$ cat config.mk
export PLATFORM = sky130hd
export DESIGN_NAME = arbitro_2a1
export DESIGN_NICKNAME = d
export VERILOG_FILES = /design/src/rtl/arbitro_2a1.sv
export SDC_FILE = /design/constraint.sdc
export NUM_CORES = 1
export LEC_CHECK = 0
export BUFFER_PORTS_ARGS = -buffer_cell sky130_fd_sc_hd__buf_2
export CORE_AREA = 2 2 39 41
export DETAILED_ROUTE_END_ITERATION = 10
export DIE_AREA = 0 0 41 43
export GPL_ROUTABILITY_DRIVEN = 1
export PLACE_DENSITY_LB_ADDON = 0.3
export SYNTH_ARGS = -nofsm -noshare
export SYNTH_HDL_FRONTEND = slang
export SYNTH_SLANG_ARGS = --single-unit
$ cat constraint.sdc
create_clock -name clk -period 1.3 [get_ports clk]
set_input_delay 0.065 -clock clk [delete_from_list [all_inputs] [get_ports clk]]
set_output_delay 0.065 -clock clk [all_outputs]
set_load 0.03 [all_outputs]
$ cat src/rtl/arbitro_2a1.sv
// Two-requester round-robin arbiter driving a shared mux select and memory request.
// Optional watchdog abort on a stalled resource, compiled in with `define ARB_TIMEOUT_EN.
//
// state  | meaning
// IDLE   | no transaction; arbitrate Req0/Req1 on each edge
// ACTIVE | MemReq high, Selector frozen, waiting for MemReady
// DONE   | one-cycle Ack (or Error) pulse, requests ignored

module arbitro_2a1 #(
    parameter int TIMEOUT_CYCLES = 15,
    parameter int CNT_WIDTH      = 4
) (
    input  logic clk,
    input  logic reset,
    input  logic Req0,
    input  logic Req1,
    input  logic MemReady,
    output logic Selector,
    output logic MemReq,
    output logic Ack0,
    output logic Ack1,
    output logic Busy,
    output logic Error
);

    typedef enum logic [1:0] {
        IDLE   = 2'd0,
        ACTIVE = 2'd1,
        DONE   = 2'd2
    } state_t;

    state_t state_q, state_d;
    logic   sel_q, sel_d;
    logic   memreq_q, memreq_d;
    logic   ack0_q, ack0_d;
    logic   ack1_q, ack1_d;
    logic   last_q, last_d;
    logic   grant;

    if ((2 ** CNT_WIDTH) <= TIMEOUT_CYCLES) begin : g_cfg_check
        $error("arbitro_2a1: CNT_WIDTH too narrow for TIMEOUT_CYCLES");
    end

`ifdef ARB_TIMEOUT_EN
    localparam logic [CNT_WIDTH-1:0] TO_LAST = CNT_WIDTH'(TIMEOUT_CYCLES - 1);
    logic [CNT_WIDTH-1:0] cnt_q, cnt_d;
    logic                 err_q, err_d;
`endif

    // Tie goes to whoever was not served last; LastGrant resets to 1 so requester 0 wins first.
    assign grant = (Req0 && Req1) ? ~last_q : Req1;

    always_ff @(posedge clk or posedge reset) begin
        if (reset) begin
            state_q  <= IDLE;
            sel_q    <= 1'b0;
            memreq_q <= 1'b0;
            ack0_q   <= 1'b0;
            ack1_q   <= 1'b0;
            last_q   <= 1'b1;
`ifdef ARB_TIMEOUT_EN
            cnt_q    <= '0;
            err_q    <= 1'b0;
`endif
        end else begin
            state_q  <= state_d;
            sel_q    <= sel_d;
            memreq_q <= memreq_d;
            ack0_q   <= ack0_d;
            ack1_q   <= ack1_d;
            last_q   <= last_d;
`ifdef ARB_TIMEOUT_EN
            cnt_q    <= cnt_d;
            err_q    <= err_d;
`endif
        end
    end

    always_comb begin
        state_d  = state_q;
        sel_d    = sel_q;
        memreq_d = memreq_q;
        ack0_d   = 1'b0;
        ack1_d   = 1'b0;
        last_d   = last_q;
`ifdef ARB_TIMEOUT_EN
        cnt_d    = cnt_q;
        err_d    = 1'b0;
`endif
        case (state_q)
            IDLE: begin
                if (Req0 || Req1) begin
                    sel_d    = grant;
                    last_d   = grant;
                    memreq_d = 1'b1;
                    state_d  = ACTIVE;
`ifdef ARB_TIMEOUT_EN
                    cnt_d    = '0;
`endif
                end
            end
            ACTIVE: begin
                if (MemReady) begin
                    memreq_d = 1'b0;
                    ack0_d   = ~sel_q;
                    ack1_d   = sel_q;
                    state_d  = DONE;
                end
`ifdef ARB_TIMEOUT_EN
                // Abort on the edge that would bring the count to TIMEOUT_CYCLES.
                else if (cnt_q == TO_LAST) begin
                    memreq_d = 1'b0;
                    err_d    = 1'b1;
                    state_d  = DONE;
                end else begin
                    cnt_d = cnt_q + 1'b1;
                end
`endif
            end
            DONE: begin
                state_d = IDLE;
            end
            default: begin
                state_d  = IDLE;
                memreq_d = 1'b0;
            end
        endcase
    end

    assign Selector = sel_q;
    assign MemReq   = memreq_q;
    assign Ack0     = ack0_q;
    assign Ack1     = ack1_q;
    assign Busy     = (state_q != IDLE);
`ifdef ARB_TIMEOUT_EN
    assign Error    = err_q;
`else
    assign Error    = 1'b0;
`endif

endmodule

### Word level (Yosys, flattened, before mapping)

Cells that the tools add are included.

| storage, ports and cells | value |
|---|---|
| register bits | 7 |
| output and inout port bits | 6 |
| logic and storage cells | 31 |

| cells by class | value |
|---|---|
| eq/ne operators | 4 |
| mux-type cells | 11 |
| bitwise gates (word level) | 3 |
| reduce and logical (&&, ||, !) cells | 7 |

Operators by type and width:

| cell | count |
|---|---|
| two-way mux 1 bit | 7 |
| two-way mux 2 bit | 2 |
| != test 2 bit (second input constant) | 2 |
| case mux 2 bit (2 select lines) | 1 |
| AND reduction 2 bit | 2 |
| inverter 1 bit | 3 |
| case mux 1 bit (3 select lines) | 1 |
| AND reduction 3 bit | 1 |
| equality test 2 x 1 -> 1 bit (second input constant) | 1 |
| equality test 2 bit (second input constant) | 1 |
| logical NOT 2 bit | 1 |
| nonzero test 2 bit | 1 |
| logical AND 1 bit | 1 |
| logical OR 1 bit | 1 |

### Logic depth before layout (Yosys ltp)

Gate-level depths: netlist of run 1.

| logic depth | value |
|---|---|
| depth after elaboration | 3 |
| gate-level depth with buffers | 3 |
| depth with buffers taken out | 3 |

### Worst setup path after synthesis of run 1

OpenSTA, ideal clock, no wires.

| path | value |
|---|---|
| kind | register to register |
| start point | register state_q[1] |
| end point | register sel_q (netlist: Selector) |
| setup time | 122 ps |
| data arrival time | 1,004 ps |
| required time | 1,178 ps |
| setup slack | 174 ps |
| cell stages (with the launch flop) | 3 |
| buffers on the path | 0 |
| cell sequence | dfrtp_1 > or3b_1 > a32o_1 |

| on the way | value |
|---|---|
| cells in the longest elaborated chain, start to end | 2 |

RTL lines:

| item | RTL line | text |
|---|---|---|
| start, declared | 32 | `state_t state_q, state_d;` |
| start signal, assigned | 66 | `state_q <= state_d;` |
| logical NOT 2 bit | 90 | `case (state_q)` |
| AND reduction 2 bit (no source line) | -- |  |
| end signal, assigned | 67 | `sel_q <= sel_d;` |
| end, declared | 33 | `logic sel_q, sel_d;` |

Every way passes these cells.
A chain may end at the register's enable or synchronous reset.

### Final worst setup path of run 1

| path | value |
|---|---|
| start point | register state_q[1] |
| end point | output Busy |

| on the way | value |
|---|---|
| cells in the longest elaborated chain, start to end | 1 |

RTL lines:

| item | RTL line | text |
|---|---|---|
| nonzero test 2 bit | 134 | `assign Busy = (state_q != IDLE);` |
| end, declared | 22 | `output logic Busy,` |

Every way passes these cells.

==> summary.md, run 1 <==
| Metric | Value |
|---|---|
| CTS tree | built |
| Number of vias per cell | 4.19 |
| Nature of the critical path endpoint | primary output |
| Syn Nets | 31 |
| Gpl congestion | between 0.7 and 0.8 |
| Worst-Skew Late Latency | 0.26 ns |
| Drt wl/cell | around 11 µm |
| Final Hold Viols | 0 |
| Worst Setup Start Kind | flip-flop |
| Worst path slowest cell | dfrtp_1 |
| Antenna diodes | 0 |
| Peak VDD IR | 0.000731 V |
| Initial DRC count | 5 |
| Starting Density | a little over 20% |
| Max Buffers Root-to-Sink | 2 |
| RSZ-0062 raised after global routing | no |
| Worst path bufs/invs | 3 |
| Final net count | 47 |
| Die area | 0.00176 mm² |
| Max incr delay on CP | about 0.36 ns |
| Synth Register Bits | 7 |
| Final worst path period need | about 1.2 ns |
| Total GRT Usage | 10.1% |
| Post-route cell area | about 400 µm² |
| Dpl cell area | around 360 µm² |
| Final WL | 615 µm |
| Core area | 0.00138 mm² |
| Final TNS setup | 0 ns |
| Leakage Power | slightly below 0.2 nW |
| Highest clock rate | roughly 0.84 GHz |
| Unique masters post-synth | 16 |
| Cell Chain, Critical Path | buf_4 -> nor2_2 -> inv_1 -> buf_2 |
| Pre-antenna DRT Iters | 2 |
| Antenna viol nets, final | 0 |
| Crit-path max FO | 7 |
| Power Density | approximately 2200 mW/mm² |
| Layout cells sized above 1 | between 30% and 40% |
| YS warnings | 0 |
| Asr flop ratio synth | 100% |
| Clock transition at path regs | 0.05 ns |
| Boundary Pins | 11 |
| Drt drc | 0 |
| Htree depth | 1 |
| Mapped Cells | 26 |
| Number of synthesized flops with an enable pin | 0 |
| Clock Skews | 0.00674 ns |
| Site Rows | 14 |
| Vias | around 240 |
| Max Slew Vio Count | 0 |
| Root buffer cell | clkbuf_4 |
| Vias in the first global route | around 240 |
| Arrival @ worst endpoint | around 1.1 ns |
| Final setup violation count | 0 |
| Fin crit share | just over 90% |
| Clock sink count | 7 |
| Crit Path Category | reg2out |
| Post-synthesis cell area | between 200 and 300 µm² |
| Sequential fraction of the synthesis area | approximately three fifths |
| CTS Buf Count | 3 |
| Vert. Die Dim | ~43 µm |
| MaxCap Viol Count | 0 |
| Global-route wire length before repair | roughly 1.1 mm |
| Outcome | completed |
| Post-DP HPWL | 430 µm |
| Pin count of the biggest net entering global routing | 8 |
| Required time of the critical path | 1.24 ns |
| Antenna violations before repair | 0 |
| Avg Cell Area, Syn | ~11 µm² |
| Port Buffers | 9 |
| Overflow left after global routing | 0 |
| Min-Delay Path Class | in2reg |
| Layout area overhead | 38.7% |
| DIE WIDTH | between 40 and 50 µm |
| Top Family by Delay on Critical Path | buffers and inverters |
| Ys flop type | dfrtp_1 |
## flip-flops by register name (all words and copies together), names as in the netlist
register	cells
Ack0	1
Ack1	1
last_q	1
MemReq	1
state_q	2
Selector	1
## power breakdown
part | total (W) | internal [W] | switching, W
Combinational | 0.000336 | 0.000123 | 0.000213
Sequential | 0.000348 | 0.000304 | 0.0000441
Clock | 0.000207 | 0.000118 | 0.0000895
## worst register-to-register path, cell delays in order (launching register included)
cell and delay [ns]:
dfrtp_1 0.36, or3b_1 0.39, a32o_1 0.21
## path summary, 6_finish.rpt
check / startpoint / to / slack (ns) / depth (start not counted)
max: state_q[1]$_DFFE_PP0P_ / Busy / 0.10 / 4
max reg2reg: state_q[1]$_DFFE_PP0P_ / Selector$_DFFE_PP0P_ / 0.23 / 2
max in group asynchronous: reset / last_q$_DFFE_PP1P_ / 0.76 / 3
min in group asynchronous: reset / Ack1$_DFF_PP0_ / 0.27 / 3
min reg2reg: MemReq$_DFFE_PP0P_ / MemReq$_DFFE_PP0P_ / 0.50 / 1
min: MemReady / state_q[0]$_DFFE_PP0P_ / 0.008 / 2
## cell usage after synthesis, types with 2 or more instances
master   number  area share, %
dfrtp_1       6             52
nor2_1        3            3.9
inv_1         2            2.6
nand2_1       2            2.6
nor3_1        2            3.5
## cell families after synthesis
group	share of synthesized area (%)
AND/OR/NAND/NOR	18.7
flip-flops	61.3
AO/OA/AOI/OAI	13.5
buffers and inverters	5.22
other	1.30
## per-stage QoR
step	hold slack, ns	power (W)	util [%]	setup WS (ns)	instances
after CTS	0.000227	0.000902	28.7	0.0464	57
after global routing	0.00559	0.000955	28.8	0.0168	57
after detailed placement	0.00484	0.000683	26.0	0.225	52
after floorplan	-0.132	0.000571	-	0.174	26
final	0.00800	0.000891	28.8	0.102	57
after global placement	0.0106	0.000684	26.0	0.235	52
## per-layer routing
metal / wire length [µm] / global-route usage, % / vias to the layer above / share of wire, %
met5: 0 / 0 / - / 0
met2: 275 / 12.5 / 11 / 45
met3: 75 / 9.42 / 3 / 12
met1: 248 / 10.9 / 104 / 40
li1: - / - / 121 / -
met4: 14 / 6.00 / 0 / 2.3
## final cells by class
type / instances / area, µm²
inverters: 2 / 7.51
fillers: 153 / 985
flip-flops and latches: 7 / 176
well taps: 16 / 20.0
multi-input cells: 16 / 98.8
repair buffers: 12 / 70.1
clock buffers: 4 / 26.3
## cells in the final DEF (no fill, tap or decap)
| cell | Yosys | routed |
|---|---|---|
| nor4b_1 | 1 | 1 |
| nand2_1 | 2 | 2 |
| o2bb2ai_1 | 1 | 1 |
| a21o_1 | 1 | 1 |
| or3b_1 | 1 | 1 |
| a211oi_1 | 1 | 1 |
| buf_2 | 0 | 9 |
| conb_1 | 1 | 1 |
| inv_1 | 2 | 2 |
| buf_4 | 1 | 2 |
| dfstp_2 | 1 | 1 |
| o21ai_0 | 1 | 1 |
| clkbuf_1 | 0 | 1 |
| clkbuf_4 | 0 | 3 |
| nor2_1 | 3 | 2 |
| dlygate4sd3_1 | 0 | 1 |
| nor2_2 | 0 | 1 |
| dfrtp_1 | 6 | 6 |
| nor3_1 | 2 | 2 |
| a32o_1 | 1 | 1 |
| nor3b_1 | 1 | 1 |
## repair_timing
| item | CTS | global route |
|---|---|---|
| endpoints found under the hold margin | 7 | 0 |
| endpoints found under the setup margin | 0 | 1 |
| hold buffers | 1 | 0 |
| resized for setup | 0 | 1 |
| buffers inserted | 0 | 0 |
No activity file was read; power rests on OpenSTA's default activity.
==> inputs of run 2 (changes only) <==
--- a/constraint.sdc
+++ b/constraint.sdc
@@ -3,2 +3,2 @@
 set_output_delay 0.065 -clock clk [all_outputs]
-set_load 0.03 [all_outputs]
+set_load 0.005 [all_outputs]
==> summary.md, run 2 (same netlist as run 1, synthesis figures left out) <==
| Metric | Value |
|---|---|
| Outcome | completed |
| Final TNS setup | 0 ns |
| Pre-antenna DRT Iters | 2 |
| Power Density | slightly below 2000 mW/mm² |
| Highest clock rate | approximately 0.84 GHz |
| Boundary Pins | 11 |
| Max Buffers Root-to-Sink | 2 |
| Max reg flops | 2 |
| Worst-Skew Late Latency | ~0.26 ns |
| Worst path bufs/invs | 3 |
| Antenna violations before repair | 0 |
| Power share of the combinational group | between 20 and 30% |
| Required time of the critical path | between 1 and 1.5 ns |
| Post-DP HPWL | 430 µm |
| Utilization after layout | 28.7% |
| RSZ-0062 raised after global routing | no |
| CTS tree | built |
| Crit-path max FO | 7 |
| Met3 Usage GRT | a little under a tenth |
| Vert. Die Dim | roughly 43 µm |
| Final net count | between 40 and 50 |
| Seq pwr share | 44.8% |
| Overflow left after global routing | 0 |
| Nature of the critical path endpoint | primary output |
| Worst Setup Start Kind | flip-flop |
| Post-CTS setup buffer count | 0 |
| Clock power share | between 20% and 30% |
| MaxCap Viol Count | 0 |
| Met2 GRT Util | 12.5% |
| Final worst path period need | 1.18 ns |
| Antenna diodes | 0 |
| Min-Delay Path Class | in2reg |
| Gr busiest metal | met2 |
| Internal power | 0.000541 W |
| Post-CTS sizing | 0 |
| Pin count of the biggest net entering global routing | 8 |
| Commonest non-fill, non-tap cell in the layout | buf_2 |
| Drt drc | 0 |
| Clock sink count | 7 |
| Fin crit share | 91.1% |
| Starting Density | between 20% and 30% |
| Met1 GRT Util | a little over a tenth |
| DIE WIDTH | 41 µm |
| Antenna viol nets, final | 0 |
| Number of vias per cell | around 4.2 |
| Die area | about 0.0018 mm² |
| Layout cells sized above 1 | 36.6% |
| Most frequent cells in the layout | 9 x buf_2, 6 x dfrtp_1, 3 x nor2_1, 3 x clkbuf_4 |
| Clock transition at path regs | around 0.050 ns |
| Arrival @ worst endpoint | 1.12 ns |
| Port Buffers | 9 |
| Leakage Power | around 0.20 nW |
| CTS Buf Count | 3 |
| Worst path slowest cell | dfrtp_1 |
| Gpl congestion | approximately 0.71 |
| Drt wl/cell | roughly 11 µm |
| Htree depth | 1 |
| Top reg by flops | state_q |
| Peak VDD IR | 0.000646 V |
| Total GRT Usage | between 10% and 20% |
| Global-route wire length before repair | around 1.1 mm |
| Final WL | just over 600 µm |
| Clock Skews | between 0.006 and 0.007 ns |
| Top Family by Delay on Critical Path | flip-flops |
| Cell Chain, Critical Path | buf_4 -> nor2_1 -> inv_1 -> buf_2 |
| Final setup violation count | 0 |
| Crit Path Category | reg2out |
| Vias | 238 |
| Layout area overhead | 37.8% |
| Core area | ~0.0014 mm² |
| Max incr delay on CP | 0.36 ns |
| Final Hold Viols | 0 |
| Root buffer cell | clkbuf_4 |
| Max Slew Vio Count | 0 |
| Vias in the first global route | 238 |
| Switching pwr | 0.000235 W |
| Initial DRC count | 5 |
| Sw frac | 30.3% |
| Site Rows | 14 |
| Post-cts hold buffer count | 1 |
-- run 2: path summary, 6_finish.rpt --
check | startpoint | end | slack, ns | cells after the start
worst max register to register | state_q[1]$_DFFE_PP0P_ | Selector$_DFFE_PP0P_ | 0.23 | 2
max in group asynchronous | reset | last_q$_DFFE_PP1P_ | 0.76 | 3
min in group asynchronous | reset | Ack1$_DFF_PP0_ | 0.27 | 3
worst max-delay path | state_q[1]$_DFFE_PP0P_ | Busy | 0.12 | 4
worst min register to register | Selector$_DFFE_PP0P_ | Ack0$_DFF_PP0_ | 0.50 | 1
worst min-delay path | MemReady | state_q[0]$_DFFE_PP0P_ | 0.007 | 2
-- run 2: worst reg2reg max path, cell delays in order, from the launching register on --
cell and delay, ns:
dfrtp_1 0.36, or3b_1 0.39, a32o_1 0.21
-- run 2: routing by layer --
metal / routed length (µm) / share of wire [%]
met1: 255 / 41
met3: 75 / 12
met4: 14 / 2.3
met2: 275 / 44
met5: 0 / 0
-- run 2: layout make-up --
class                      instances  area (µm²)
clock buffer                       4        26.3
sequential                         7         176
fill                             152         987
timing repair buffer              12        70.1
tap                               16        20.0
inverter                           2        7.51
multi-input combinational         16        96.3
-- run 2: power groups by stage --
stage | clock network (W) | registers, W | logic [W]
finish | 0.000207 | 0.000348 | 0.000221
global placement | 0 | 0.000351 | 0.000223
floorplan | 0 | 0.000365 | 0.0000990
detailed placement | 0 | 0.000351 | 0.000222
global route | 0.000228 | 0.000358 | 0.000253
CTS | 0.000217 | 0.000349 | 0.000226
-- run 2: stage by stage --
step	hold slack (ns)	std cells	setup WS [ns]	total power (W)	area (µm²)
6_report	0.00710	57	0.116	0.000776	397
3_3_place_gp	0.0106	52	0.235	0.000574	360
4_1_cts	0.000227	57	0.0977	0.000791	397
2_1_floorplan	-0.132	26	0.174	0.000464	288
3_5_place_dp	0.00484	52	0.225	0.000573	360
5_1_grt	0.00509	57	0.0323	0.000840	397
